## src/rtl/oam_dma_pkg.sv

```systemverilog
// Shared types and default bus addresses for the OAM sprite DMA engine.
package oam_dma_pkg;

    localparam logic [15:0] DMA_REG_ADDR_DEF  = 16'h4014;
    localparam logic [15:0] OAM_DATA_ADDR_DEF = 16'h2004;
    localparam int          XFER_LEN_DEF      = 256;

    typedef enum logic [2:0] {
        IDLE  = 3'd0,
        HALT  = 3'd1,
        ALIGN = 3'd2,
        READ  = 3'd3,
        WRITE = 3'd4
    } dma_state_t;

endpackage

```

## src/rtl/oam_dma.sv

```systemverilog
// Sprite DMA: on a CPU write to the DMA register, halt the CPU and copy one
// page of CPU memory into OAM through alternating get/put bus cycles.
module oam_dma
    import oam_dma_pkg::*;
#(
    parameter logic [15:0] DMA_REG_ADDR  = DMA_REG_ADDR_DEF,
    parameter logic [15:0] OAM_DATA_ADDR = OAM_DATA_ADDR_DEF,
    parameter int          XFER_LEN      = XFER_LEN_DEF
) (
    input  logic        clk,
    input  logic        rst_n,
    input  logic [15:0] cpu_addr,
    input  logic        cpu_rw,
    input  logic [7:0]  cpu_data_i,
    input  logic [7:0]  bus_data_i,
    output logic        rdy,
    output logic        dma_active,
    output logic [15:0] dma_addr,
    output logic        dma_rw,
    output logic [7:0]  dma_data_o,
    output logic        done
);

    localparam logic [7:0] LAST_IDX = 8'(XFER_LEN - 1);

    dma_state_t  state_q, state_d;
    logic        parity_q;
    logic [7:0]  idx_q, idx_d;
    logic [7:0]  page_q, page_d;
    logic        rdy_q, rdy_d;
    logic        active_q, active_d;
    logic [15:0] addr_q, addr_d;
    logic        rw_q, rw_d;
    logic [7:0]  data_q, data_d;
    logic        done_q, done_d;
    logic        trigger_s;

    assign trigger_s = (cpu_rw == 1'b0) && (cpu_addr == DMA_REG_ADDR);

    // Next-state and next-output logic; outputs are computed for the state being entered.
    always_comb begin
        state_d  = state_q;
        idx_d    = idx_q;
        page_d   = page_q;
        rdy_d    = rdy_q;
        active_d = 1'b0;
        addr_d   = 16'h0000;
        rw_d     = 1'b1;
        data_d   = data_q;
        done_d   = 1'b0;
        case (state_q)
            IDLE: begin
                if (trigger_s) begin
                    page_d  = cpu_data_i;
                    idx_d   = 8'h00;
                    state_d = HALT;
                    rdy_d   = 1'b0;
                end else begin
                    state_d = IDLE;
                end
            end
            HALT: begin
                // The cycle after HALT has parity ~parity_q; reads must land on parity 0.
                if (parity_q) begin
                    state_d = READ;
                end else begin
                    state_d = ALIGN;
                end
                active_d = 1'b1;
                addr_d   = {page_q, idx_q};
            end
            ALIGN: begin
                state_d  = READ;
                active_d = 1'b1;
                addr_d   = {page_q, idx_q};
            end
            READ: begin
                state_d  = WRITE;
                active_d = 1'b1;
                rw_d     = 1'b0;
                addr_d   = OAM_DATA_ADDR;
                data_d   = bus_data_i;
            end
            WRITE: begin
                idx_d = idx_q + 8'd1;
                if (idx_q == LAST_IDX) begin
                    state_d = IDLE;
                    done_d  = 1'b1;
                    rdy_d   = 1'b1;
                end else begin
                    state_d  = READ;
                    active_d = 1'b1;
                    addr_d   = {page_q, idx_q + 8'd1};
                end
            end
            default: begin
                state_d = IDLE;
                rdy_d   = 1'b1;
            end
        endcase
    end

    // State, counters and registered bus outputs.
    always_ff @(posedge clk or negedge rst_n) begin
        if (!rst_n) begin
            state_q  <= IDLE;
            parity_q <= 1'b0;
            idx_q    <= 8'h00;
            page_q   <= 8'h00;
            rdy_q    <= 1'b1;
            active_q <= 1'b0;
            addr_q   <= 16'h0000;
            rw_q     <= 1'b1;
            data_q   <= 8'h00;
            done_q   <= 1'b0;
        end else begin
            state_q  <= state_d;
            parity_q <= ~parity_q;
            idx_q    <= idx_d;
            page_q   <= page_d;
            rdy_q    <= rdy_d;
            active_q <= active_d;
            addr_q   <= addr_d;
            rw_q     <= rw_d;
            data_q   <= data_d;
            done_q   <= done_d;
        end
    end

    assign rdy        = rdy_q;
    assign dma_active = active_q;
    assign dma_addr   = addr_q;
    assign dma_rw     = rw_q;
    assign dma_data_o = data_q;
    assign done       = done_q;

endmodule
```

## config.mk

```make
export PLATFORM = sky130hd
export DESIGN_NAME = oam_dma
export DESIGN_NICKNAME = d
export VERILOG_FILES = /design/src/rtl/oam_dma_pkg.sv /design/src/rtl/oam_dma.sv
export SDC_FILE = /design/constraint.sdc
export NUM_CORES = 1
export LEC_CHECK = 0
export ABC_AREA = 0
export BUFFER_PORTS_ARGS = -buffer_cell sky130_fd_sc_hd__buf_4
export CAP_MARGIN = 15
export CORE_ASPECT_RATIO = 1.2
export CORE_MARGIN = 3
export CORE_UTILIZATION = 35
export CTS_BUF_LIST = sky130_fd_sc_hd__clkbuf_2 sky130_fd_sc_hd__clkbuf_4 sky130_fd_sc_hd__clkbuf_8
export CTS_CLUSTER_SIZE = 24
export DETAILED_ROUTE_END_ITERATION = 10
export GPL_ROUTABILITY_DRIVEN = 0
export GPL_TIMING_DRIVEN = 0
export PLACE_DENSITY = 0.6
export SYNTH_ARGS = -nofsm -noshare
export SYNTH_HDL_FRONTEND = slang
export SYNTH_SLANG_ARGS = --single-unit
```

## constraint.sdc

```tcl
create_clock -name clk -period 2.35 [get_ports clk]
set_clock_uncertainty 0.1 [all_clocks]
set_input_delay 0.705 -clock clk [delete_from_list [all_inputs] [get_ports clk]]
set_output_delay 0.705 -clock clk [all_outputs]
set_load 0.05 [all_outputs]
```

==> results.sh, run 1 <==
export IMPL_maxCapViolCount=0
export IMPL_remaining_drc_errors=0
export IMPL_worst_ir_drop_vdd_mv=0.781
export IMPL_drt_initial_drc_count=96
export IMPL_yosys_area_top_type="dfrtp_1"
export IMPL_setup_violations=0
export IMPL_grt_pass1_vias=1611
export IMPL_synth_most_common_cell="dfrtp_1"
export IMPL_layout_drive_gt1_share_pct=37.2
export IMPL_hp_start="parity_q$_DFF_PN0_"
export IMPL_antenna_found_initial=0
export IMPL_timing_fmax_mhz=496
export IMPL_io_pins=63
export IMPL_final_util_pct=49.4
export IMPL_busiest_layer="met2"
export IMPL_crit_fanout=10
export IMPL_fin_ws_ns=0.333
export IMPL_fp_dieH_um=89.8
export IMPL_ys_warn_count=0
export IMPL_htree_levels=2
export IMPL_power_mw=3.21
export IMPL_p_per_area_nw_per_um2=1180
export IMPL_slew_viol_final=0
export IMPL_yosysTopAreaCellShare_pct=56.2
export IMPL_core_region_area_um2=5480
export IMPL_whs_ns=0.305
export IMPL_maxSlewHeadroom_pct=60.8
export IMPL_slowest_delay_ns=0.35
export IMPL_dp_cells=322
export IMPL_wl_mm=4.18
export IMPL_root_buffer="clkbuf_8"
export IMPL_hold_viol=0
export IMPL_r2r_slack_ns=0.51
export IMPL_grt_overflow=0
export IMPL_syn_nets=219
export IMPL_cts_sinks=48
export IMPL_synthCells=183
export IMPL_grtUsageMet2_pct=22.6
export IMPL_critPathRequiredTime_ns=2.44
export IMPL_insertion_delay_ns=0.29
export IMPL_syn_area_per_cell_um2=11.2
export IMPL_leakage_nw=1.33
export IMPL_crit_arrival_ns=2.11
export IMPL_period_needed_ns=2.02
export IMPL_core_rowCount=29
export IMPL_final_cell_area_um2=2710
export IMPL_holdPathStages=1
export IMPL_finalNetCount=288
export IMPL_postCtsResizedCells=0
export IMPL_synth_edf_count=0
export IMPL_layout_cells_non_filler=330
export IMPL_synthesis_area_um2=2050
export IMPL_post_cts_buffers=0
export IMPL_fillers=508
export IMPL_r2r_cells=6
export IMPL_cts_tree="done"
export IMPL_cts_buffer_depth=2
export IMPL_grt_pass1_wl_mm=7.29
export IMPL_criticalPathCategory="input pin to flop"
export IMPL_place_area_um2=2610
export IMPL_die_w_um=75.9
export IMPL_reg2reg_to="page_q[2]$_DFFE_PN0P_"
export IMPL_fin_setup_tns_ns=0
export IMPL_use_met3_pct=4.35
export IMPL_num_antenna_cells=0
export IMPL_synth_commonest_cells="dfrtp_1, nand2_1, o21ai_0"
export IMPL_hold_path_class="flop to flop"
export IMPL_rsz0062_at_grt="no"
export IMPL_drtAntennaViolNets=0
export IMPL_cp_start_kind="input pin"
export IMPL_cpMaxStageDelayCell="nor4b_1"
export IMPL_grt_max_degree=49
export IMPL_crit_chain="buf_4 > nor4b_1 > nand3_1 > nor2_4 > buf_8 > mux2_4"
export IMPL_r2r_start="state_q[2]$_DFF_PN0_"
export IMPL_cts_made_buffers=5
export IMPL_synth_main_ff_cell="dfrtp_1"
export IMPL_drtPass1Iterations=3
export IMPL_num_vias=1523
export IMPL_use_met1_pct=16.8
export IMPL_grt_total_usage_pct=13.6
export IMPL_synth_top_cells_by_area="dfrtp_1, nand2_1, mux2_4"
export IMPL_via_per_inst=4.62
export IMPL_worstSetupEndpointType="flop"
export IMPL_dpl_worst_slack_ns=-0.0170
export IMPL_yosysUniqueCellTypes=44
export IMPL_synth_seq_cells=48
export IMPL_die_area_um2=6810
export IMPL_portBuffers=62
export IMPL_start_util_pct=37.4
export IMPL_synthToLayoutAreaGrowth_pct=32.2
export IMPL_wire_per_inst_um=12.7
export IMPL_hold_end="parity_q$_DFF_PN0_"
export IMPL_clkTransAtPathRegs_ns=0.09
export IMPL_status="finished, final reports clean"
export IMPL_fin_crit_sh_pct=85.8
export IMPL_async_flop_share_pct=100
export IMPL_tightest_slew_ns=0.588
export IMPL_ys_seq_area_share_pct=58.7
export IMPL_hpwl_mm=3.04
export IMPL_cts_hold_buf=0
==> cells in the final DEF (no fill, tap or decap), types with 3 or more instances in the layout <==
master / n
nand3_1: 6
buf_4: 62
o21ai_0: 15
nor3_1: 3
nor2_1: 4
or3_1: 4
nor2b_1: 7
mux2_4: 6
nand2b_1: 4
inv_1: 5
a21oi_1: 6
nor4b_1: 3
nand2_1: 35
buf_2: 3
dfrtp_1: 46
clkbuf_8: 6
==> cells by family (layout without fill, tap and decap cells) <==
| group | Yosys count | after routing | synth area share [%] |
|---|---|---|---|
| buffers and inverters | 12 | 82 | 3.30 |
| adders and majority gates | 1 | 1 | 0.610 |
| AOI/OAI and AO/OA | 30 | 30 | 8.67 |
| DFF | 48 | 48 | 58.7 |
| muxes | 9 | 9 | 5.98 |
| xor gates and xnor gates | 1 | 1 | 0.427 |
| and+or+nand+nor | 82 | 82 | 22.3 |
==> routing by layer <==
| layer | vias up | share of wire, % |
|---|---|---|
| met5 | - | 0 |
| met4 | 0 | 1.3 |
| met3 | 6 | 5.3 |
| met2 | 37 | 51 |
| met1 | 722 | 43 |
| li1 | 758 | - |
==> final cells by class <==
| class | count | area [µm²] | area share, % |
|---|---|---|---|
| buffer | 6 | 45.0 | 1.66 |
| clock buffer | 7 | 90.1 | 3.33 |
| clock inverter | 1 | 7.51 | 0.277 |
| inverter | 6 | 22.5 | 0.831 |
| multi-input combinational | 123 | 778 | 28.7 |
| sequential | 48 | 1200 | 44.4 |
| tap | 77 | 96.3 | 3.56 |
| timing repair buffer | 62 | 465 | 17.2 |
==> registers in the layout, summed over array words and instances (netlist names) <==
register,cells
dma_active,1
dma_addr,16
dma_data_o,8
dma_rw,1
done,1
idx_q,8
page_q,8
parity_q,1
rdy,1
state_q,3
==> report_power, final <==
group	total, mW	leakage [nW]	internal (mW)	switching (mW)
clock	0.516	0.0479	0.251	0.265
combinational	1.46	0.668	0.475	0.988
sequential	1.23	0.613	1.06	0.170
==> critical path, delay by kind of cell <==
kind	cells	cell delay, ns
and+or+nand+nor	3	0.82
muxes	1	0.30
buffers and inverters	2	0.28
==> worst max-delay path by stage <==
stage | start | to | slack [ns] | cells after the start
floorplan | cpu_addr[12] | page_q[2]$_DFFE_PN0P_ | 0.32 | 5
global placement | cpu_addr[0] | page_q[2]$_DFFE_PN0P_ | -0.02 | 6
detailed placement | cpu_addr[0] | page_q[7]$_DFFE_PN0P_ | -0.02 | 6
CTS | cpu_addr[0] | page_q[2]$_DFFE_PN0P_ | 0.30 | 6
global route | cpu_addr[0] | page_q[3]$_DFFE_PN0P_ | 0.17 | 6
finish | cpu_addr[0] | page_q[2]$_DFFE_PN0P_ | 0.33 | 6
Note: power is estimated with default switching activity, not from simulation.
==> run 2, diff against run 1 <==
--- a/config.mk
+++ b/config.mk
@@ -8,6 +8,8 @@
 export ABC_AREA = 0
 export BUFFER_PORTS_ARGS = -buffer_cell sky130_fd_sc_hd__buf_4
 export CAP_MARGIN = 15
+export CELL_PAD_IN_SITES_DETAIL_PLACEMENT = 0
+export CELL_PAD_IN_SITES_GLOBAL_PLACEMENT = 1
 export CORE_ASPECT_RATIO = 1.2
 export CORE_MARGIN = 3
 export CORE_UTILIZATION = 35
@@ -16,7 +18,7 @@
 export DETAILED_ROUTE_END_ITERATION = 10
 export GPL_ROUTABILITY_DRIVEN = 0
 export GPL_TIMING_DRIVEN = 0
-export PLACE_DENSITY = 0.6
+export PLACE_DENSITY = 0.74
 export SYNTH_ARGS = -nofsm -noshare
 export SYNTH_HDL_FRONTEND = slang
 export SYNTH_SLANG_ARGS = --single-unit
==> run 2 against run 1 <==
Compared with the run above: sequential share of layout area fell by 0.65 points; highest routed layer unchanged; sequential cell count did not move; largest cell class unchanged; utilization rose by 0.73 points.
==> results.sh, run 2 (synthesized netlist as in run 1, its figures left out) <==
export IMPL_slew_viol_final=0
export IMPL_place_area_um2=2610
export IMPL_num_vias=1543
export IMPL_wire_per_inst_um=12.7
export IMPL_grt_total_usage_pct=13.5
export IMPL_cts_made_buffers=5
export IMPL_internal_power_mw=1.96
export IMPL_grt_max_degree=49
export IMPL_portBuffers=62
export IMPL_layout_cells_non_filler=330
export IMPL_grt_pass1_vias=1578
export IMPL_rsz0062_at_grt="no"
export IMPL_drt_initial_drc_count=32
export IMPL_finalNetCount=288
export IMPL_layout_commonest_cell="buf_4"
export IMPL_maxSlewHeadroom_pct=59.8
export IMPL_crit_fanout=10
export IMPL_cp_start_kind="input pin"
export IMPL_fp_dieH_um=89.8
export IMPL_core_region_area_um2=5480
export IMPL_pwr_share_comb_pct=43.0
export IMPL_criticalPathCategory="input pin to flop"
export IMPL_die_area_um2=6810
export IMPL_wl_mm=4.19
export IMPL_remaining_drc_errors=0
export IMPL_cts_buffer_depth=2
export IMPL_hold_path_class="input pin to asynchronous set/reset pin"
export IMPL_timing_fmax_mhz=507
export IMPL_start_util_pct=37.4
export IMPL_antenna_found_initial=0
export IMPL_p_sw_mw=1.43
export IMPL_setup_violations=0
export IMPL_tightest_slew_ns=0.602
export IMPL_final_cell_area_um2=2750
export IMPL_root_buffer="clkbuf_8"
export IMPL_status="finished, final reports clean"
export IMPL_crit_arrival_ns=2.06
export IMPL_insertion_delay_ns=0.30
export IMPL_layout_drive_gt1_share_pct=37.2
export IMPL_hpwl_mm=3.01
export IMPL_period_needed_ns=1.97
export IMPL_switching_share_pct=42.1
export IMPL_pwr_share_seq_pct=36.1
export IMPL_clkTransAtPathRegs_ns=0.09
export IMPL_fin_setup_tns_ns=0
export IMPL_largest_reg_flops=16
export IMPL_post_cts_buffers=0
export IMPL_htree_levels=2
export IMPL_dp_cells=322
export IMPL_drtPass1Iterations=4
export IMPL_die_w_um=75.9
export IMPL_cts_sinks=48
export IMPL_critPathRequiredTime_ns=2.44
export IMPL_grt_overflow=0
export IMPL_clock_power_share_pct=20.9
export IMPL_cts_tree="done"
export IMPL_via_per_inst=4.68
export IMPL_worstSetupEndpointType="flop"
export IMPL_fin_crit_sh_pct=84.0
export IMPL_worst_ir_drop_vdd_mv=0.382
export IMPL_power_mw=3.39
export IMPL_maxCapViolCount=0
export IMPL_core_rowCount=29
export IMPL_io_pins=63
export IMPL_leakage_nw=1.35
export IMPL_postCtsResizedCells=0
export IMPL_grt_pass1_wl_mm=7.22
export IMPL_synthToLayoutAreaGrowth_pct=34.1
export IMPL_hold_viol=0
export IMPL_drtAntennaViolNets=0
export IMPL_final_cell_mix="buf_4, dfrtp_1, nand2_1, o21ai_0, nor2b_1"
export IMPL_cts_hold_buf=0
export IMPL_num_antenna_cells=0
export IMPL_p_per_area_nw_per_um2=1230
run 2: changes by cell type in the layout (fill, tap and decap cells not counted):
cell        before  now
clkbuf_4         1    0
bufinv_16        0    2
clkbuf_8         6    5
clkinvlp_4       1    0
inv_6            0    1
run 2: final timing paths:
kind,start,to,slack [ns],cells after the start
worst max-delay path,cpu_addr[12],page_q[5]$_DFFE_PN0P_,0.38,6
worst min-delay path,rst_n,state_q[1]$_DFF_PN0_,0.30,1
worst max register to register,state_q[2]$_DFF_PN0_,page_q[5]$_DFFE_PN0P_,0.50,6
worst min register to register,parity_q$_DFF_PN0_,parity_q$_DFF_PN0_,0.30,1
max in group asynchronous,rst_n,dma_addr[11]$_DFF_PN0_,1.44,1
min in group clk,parity_q$_DFF_PN0_,parity_q$_DFF_PN0_,0.30,1
run 2: area by class of cell:
class	count	area [µm²]
clock inverters	3	68.8
well taps	77	96.3
inverters	6	22.5
multi-input cells	123	778
flip-flops and latches	48	1200
clock buffers	5	68.8
repair buffers	62	465
plain buffers	6	45.0
fillers	539	2730
run 2: power by group through the flow:
| stage | registers, mW | clock network [mW] | logic [mW] |
|---|---|---|---|
| 3_3_place_gp | 1.24 | 0 | 1.47 |
| 4_1_cts | 1.23 | 0.735 | 1.49 |
| 5_1_grt | 1.26 | 0.759 | 1.62 |
| 2_1_floorplan | 1.70 | 0 | 0.550 |
| 6_report | 1.22 | 0.709 | 1.46 |
| 3_5_place_dp | 1.24 | 0 | 1.48 |
run 2: critical path, cell delays in order:
cell and delay [ns]:
buf_4 0.11, nor4b_1 0.39, nand3_2 0.18, nor2_4 0.20
buf_8 0.18, mux2_4 0.30
run 2: metrics by stage:
stage                     util, %  worst slack, ns  hold slack [ns]
final                        50.2            0.376            0.297
after global routing         50.2            0.254            0.323
after CTS                    50.2            0.348            0.309
after detailed placement     47.7           0.0205            0.296
after global placement       47.7           0.0273            0.292
after floorplan                 -            0.318            0.278
run 2: per-layer routing:
layer | track usage, % | wire, µm | share of wire (%) | vias up
met5 | 0 | 0 | 0 | -
met3 | 2.57 | 199 | 4.7 | 5
li1 | - | - | - | 764
met4 | 5.10 | 56 | 1.3 | 0
met2 | 21.3 | 2130 | 51 | 40
met1 | 18.0 | 1800 | 43 | 734
==> run 3, diff against run 2 <==
--- a/config.mk
+++ b/config.mk
@@ -18,7 +18,7 @@
 export DETAILED_ROUTE_END_ITERATION = 10
 export GPL_ROUTABILITY_DRIVEN = 0
 export GPL_TIMING_DRIVEN = 0
-export PLACE_DENSITY = 0.74
+export PLACE_DENSITY = 0.77
 export SYNTH_ARGS = -nofsm -noshare
 export SYNTH_HDL_FRONTEND = slang
 export SYNTH_SLANG_ARGS = --single-unit
==> constraint.sdc (replaced) <==
create_clock -name clk -period 1.6 [get_ports clk]
set_clock_uncertainty 0.1 [all_clocks]
set_input_delay 0.48 -clock clk [delete_from_list [all_inputs] [get_ports clk]]
set_output_delay 0.48 -clock clk [all_outputs]
set_load 0.05 [all_outputs]
==> run 3 against run 2 <==
Compared with the run above: the flow now finishes with violations (setup timing); cell count rose by 6.1%; worst setup slack got worse by 0.51 ns; hold slack got worse by 0.24 ns; sequential cell count did not move; register-to-register slack worse by 0.63 ns; design area is 13% higher; via count grew 7.6%; critical path type is now flop to flop; largest power group unchanged; highest routed layer unchanged.
==> results.sh, run 3 (synthesized netlist as in run 1, its figures left out) <==
export IMPL_layout_drive_gt1_share_pct=51.6
export IMPL_tightest_slew_ns=0.608
export IMPL_num_antenna_cells=0
export IMPL_hpwl_mm=3.13
export IMPL_hold_viol=0
export IMPL_maxSlewHeadroom_pct=59.4
export IMPL_timing_fmax_mhz=577
export IMPL_start_util_pct=37.4
export IMPL_r2r_cells=6
export IMPL_maxCapViolCount=0
export IMPL_critPathRequiredTime_ns=1.70
export IMPL_top_layer="met4"
export IMPL_p_per_area_nw_per_um2=1690
export IMPL_finalNetCount=308
export IMPL_portBuffers=62
export IMPL_core_rowCount=29
export IMPL_cts_buffer_depth=2
export IMPL_final_cell_mix="buf_4, dfrtp_1, nand2_1, o21ai_0, mux2_4"
export IMPL_wire_per_inst_um=14.5
export IMPL_grt_total_usage_pct=15.1
export IMPL_slew_viol_final=0
export IMPL_via_per_inst=4.74
export IMPL_wl_met1_mm=2.06
export IMPL_grt_pass1_wl_mm=7.92
export IMPL_final_util_pct=56.9
export IMPL_worstSetupEndpointType="flop"
export IMPL_wl_mm=5.07
export IMPL_dpl_worst_slack_ns=-0.372
export IMPL_drtAntennaViolNets=0
export IMPL_die_area_um2=6810
export IMPL_r2r_slack_ns=-0.13
export IMPL_grt_overflow=0
export IMPL_fin_setup_tns_ns=-1.46
export IMPL_root_buffer="clkbuf_8"
export IMPL_fillers=482
export IMPL_layout_commonest_cell="buf_4"
export IMPL_largest_reg_flops=16
export IMPL_antenna_found_initial=0
export IMPL_die_w_um=75.9
export IMPL_worst_ir_drop_vdd_mv=0.714
export IMPL_leakage_nw=1.50
export IMPL_remaining_drc_errors=0
export IMPL_insertion_delay_ns=0.31
export IMPL_criticalPathCategory="flop to flop"
export IMPL_crit_arrival_ns=1.84
export IMPL_rsz0062_at_grt="yes"
export IMPL_wl_met2_mm=2.72
export IMPL_r2r_start="state_q[2]$_DFF_PN0_"
export IMPL_reg2reg_to="page_q[2]$_DFFE_PN0P_"
export IMPL_hold_path_class="input pin to asynchronous set/reset pin"
export IMPL_cts_made_buffers=5
export IMPL_fp_dieH_um=89.8
export IMPL_cts_tree="done"
export IMPL_io_pins=63
export IMPL_status="finished, violations left"
export IMPL_drt_initial_drc_count=112
export IMPL_synthToLayoutAreaGrowth_pct=52.1
export IMPL_crit_fanout=4
export IMPL_cp_start_kind="flop"
export IMPL_drtPass1Iterations=4
export IMPL_setup_violations=21
export IMPL_critPathCapture="page_q[2]$_DFFE_PN0P_"
export IMPL_grt_pass1_vias=1618
export IMPL_crit_start="state_q[2]$_DFF_PN0_"
export IMPL_clkTransAtPathRegs_ns=0.09
export IMPL_fin_ws_ns=-0.133
export IMPL_power_mw=5.26
export IMPL_whs_ns=0.0575
export IMPL_violations="setup timing"
export IMPL_period_needed_ns=1.73
export IMPL_cts_sinks=48
export IMPL_fin_crit_sh_pct=108
export IMPL_htree_levels=2
export IMPL_core_region_area_um2=5480
export IMPL_met3_wirelength_um=201
export IMPL_num_vias=1660
export IMPL_grt_max_degree=49
[run 3: changes by cell type in the layout (fill, tap and decap cells not counted), moves of 3 or more]
cell | before | now
buf_4 | 62 | 76
o21ai_0 | 15 | 9
buf_6 | 1 | 6
a21oi_1 | 6 | 2
a21oi_2 | 1 | 4
dfrtp_1 | 46 | 43
dfrtp_2 | 0 | 3
nor3_1 | 3 | 0
nor4b_1 | 3 | 0
o21ai_1 | 1 | 4
[run 3: through the flow]
step / instances / area, µm²
after floorplan: 183 / 2090
after global placement: 322 / 2660
after detailed placement: 322 / 2660
after CTS: 341 / 2900
after global routing: 350 / 3120
final: 350 / 3120
[run 3: area by class of cell]
cell class	count	area [µm²]	area share [%]
Multi-Input combinational cell	123	947	30.4
Timing Repair Buffer	82	673	21.6
Inverter	6	26.3	0.843
Clock buffer	6	82.6	2.65
Tap cell	77	96.3	3.09
Sequential cell	48	1210	38.7
Buffer	6	70.1	2.25
Clock inverter	2	13.8	0.442
[run 3: worst min-delay path by stage]
| stage | slack (ns) | depth (start not counted) | end | start |
|---|---|---|---|---|
| 6_report | 0.06 | 1 | idx_q[0]$_DFFE_PN0P_ | rst_n |
| 5_1_grt | 0.11 | 1 | dma_addr[1]$_DFF_PN0_ | rst_n |
| 4_1_cts | 0.11 | 1 | idx_q[0]$_DFFE_PN0P_ | rst_n |
| 3_5_place_dp | 0.29 | 1 | parity_q$_DFF_PN0_ | parity_q$_DFF_PN0_ |
| 3_3_place_gp | 0.29 | 1 | parity_q$_DFF_PN0_ | parity_q$_DFF_PN0_ |
| 2_1_floorplan | 0.08 | 0 | dma_active$_DFF_PN0_ | rst_n |
[run 3: critical path: stages, from the launching register on]
cell and delay [ns]:
dfrtp_1 0.38, buf_6 0.13, nor4b_4 0.21, nand3_2 0.13
nor2_4 0.21, clkbuf_16 0.18, mux2_4 0.28
[run 3: per-layer routing]
layer  GRT usage, %  vias up
li1               -      808
met1           18.8      816
met2           24.9       30
met3           3.24        6
met4           5.69        0
met5              0        -
[run 3: repair_timing]
item | in CTS | in global routing
gates resized for setup | 16 | 40
pin swaps | 6 | 10
setup endpoints to repair | 30 | 39
setup buffers | 11 | 7
hold buffers | 0 | 0
cloned | 0 | 2
[run 3: where the power goes]
group	total (mW)	internal (mW)	switching, mW
combinational	2.66	0.991	1.66
sequential	1.82	1.57	0.258
clock	0.781	0.354	0.427
total	5.26	2.91	2.35
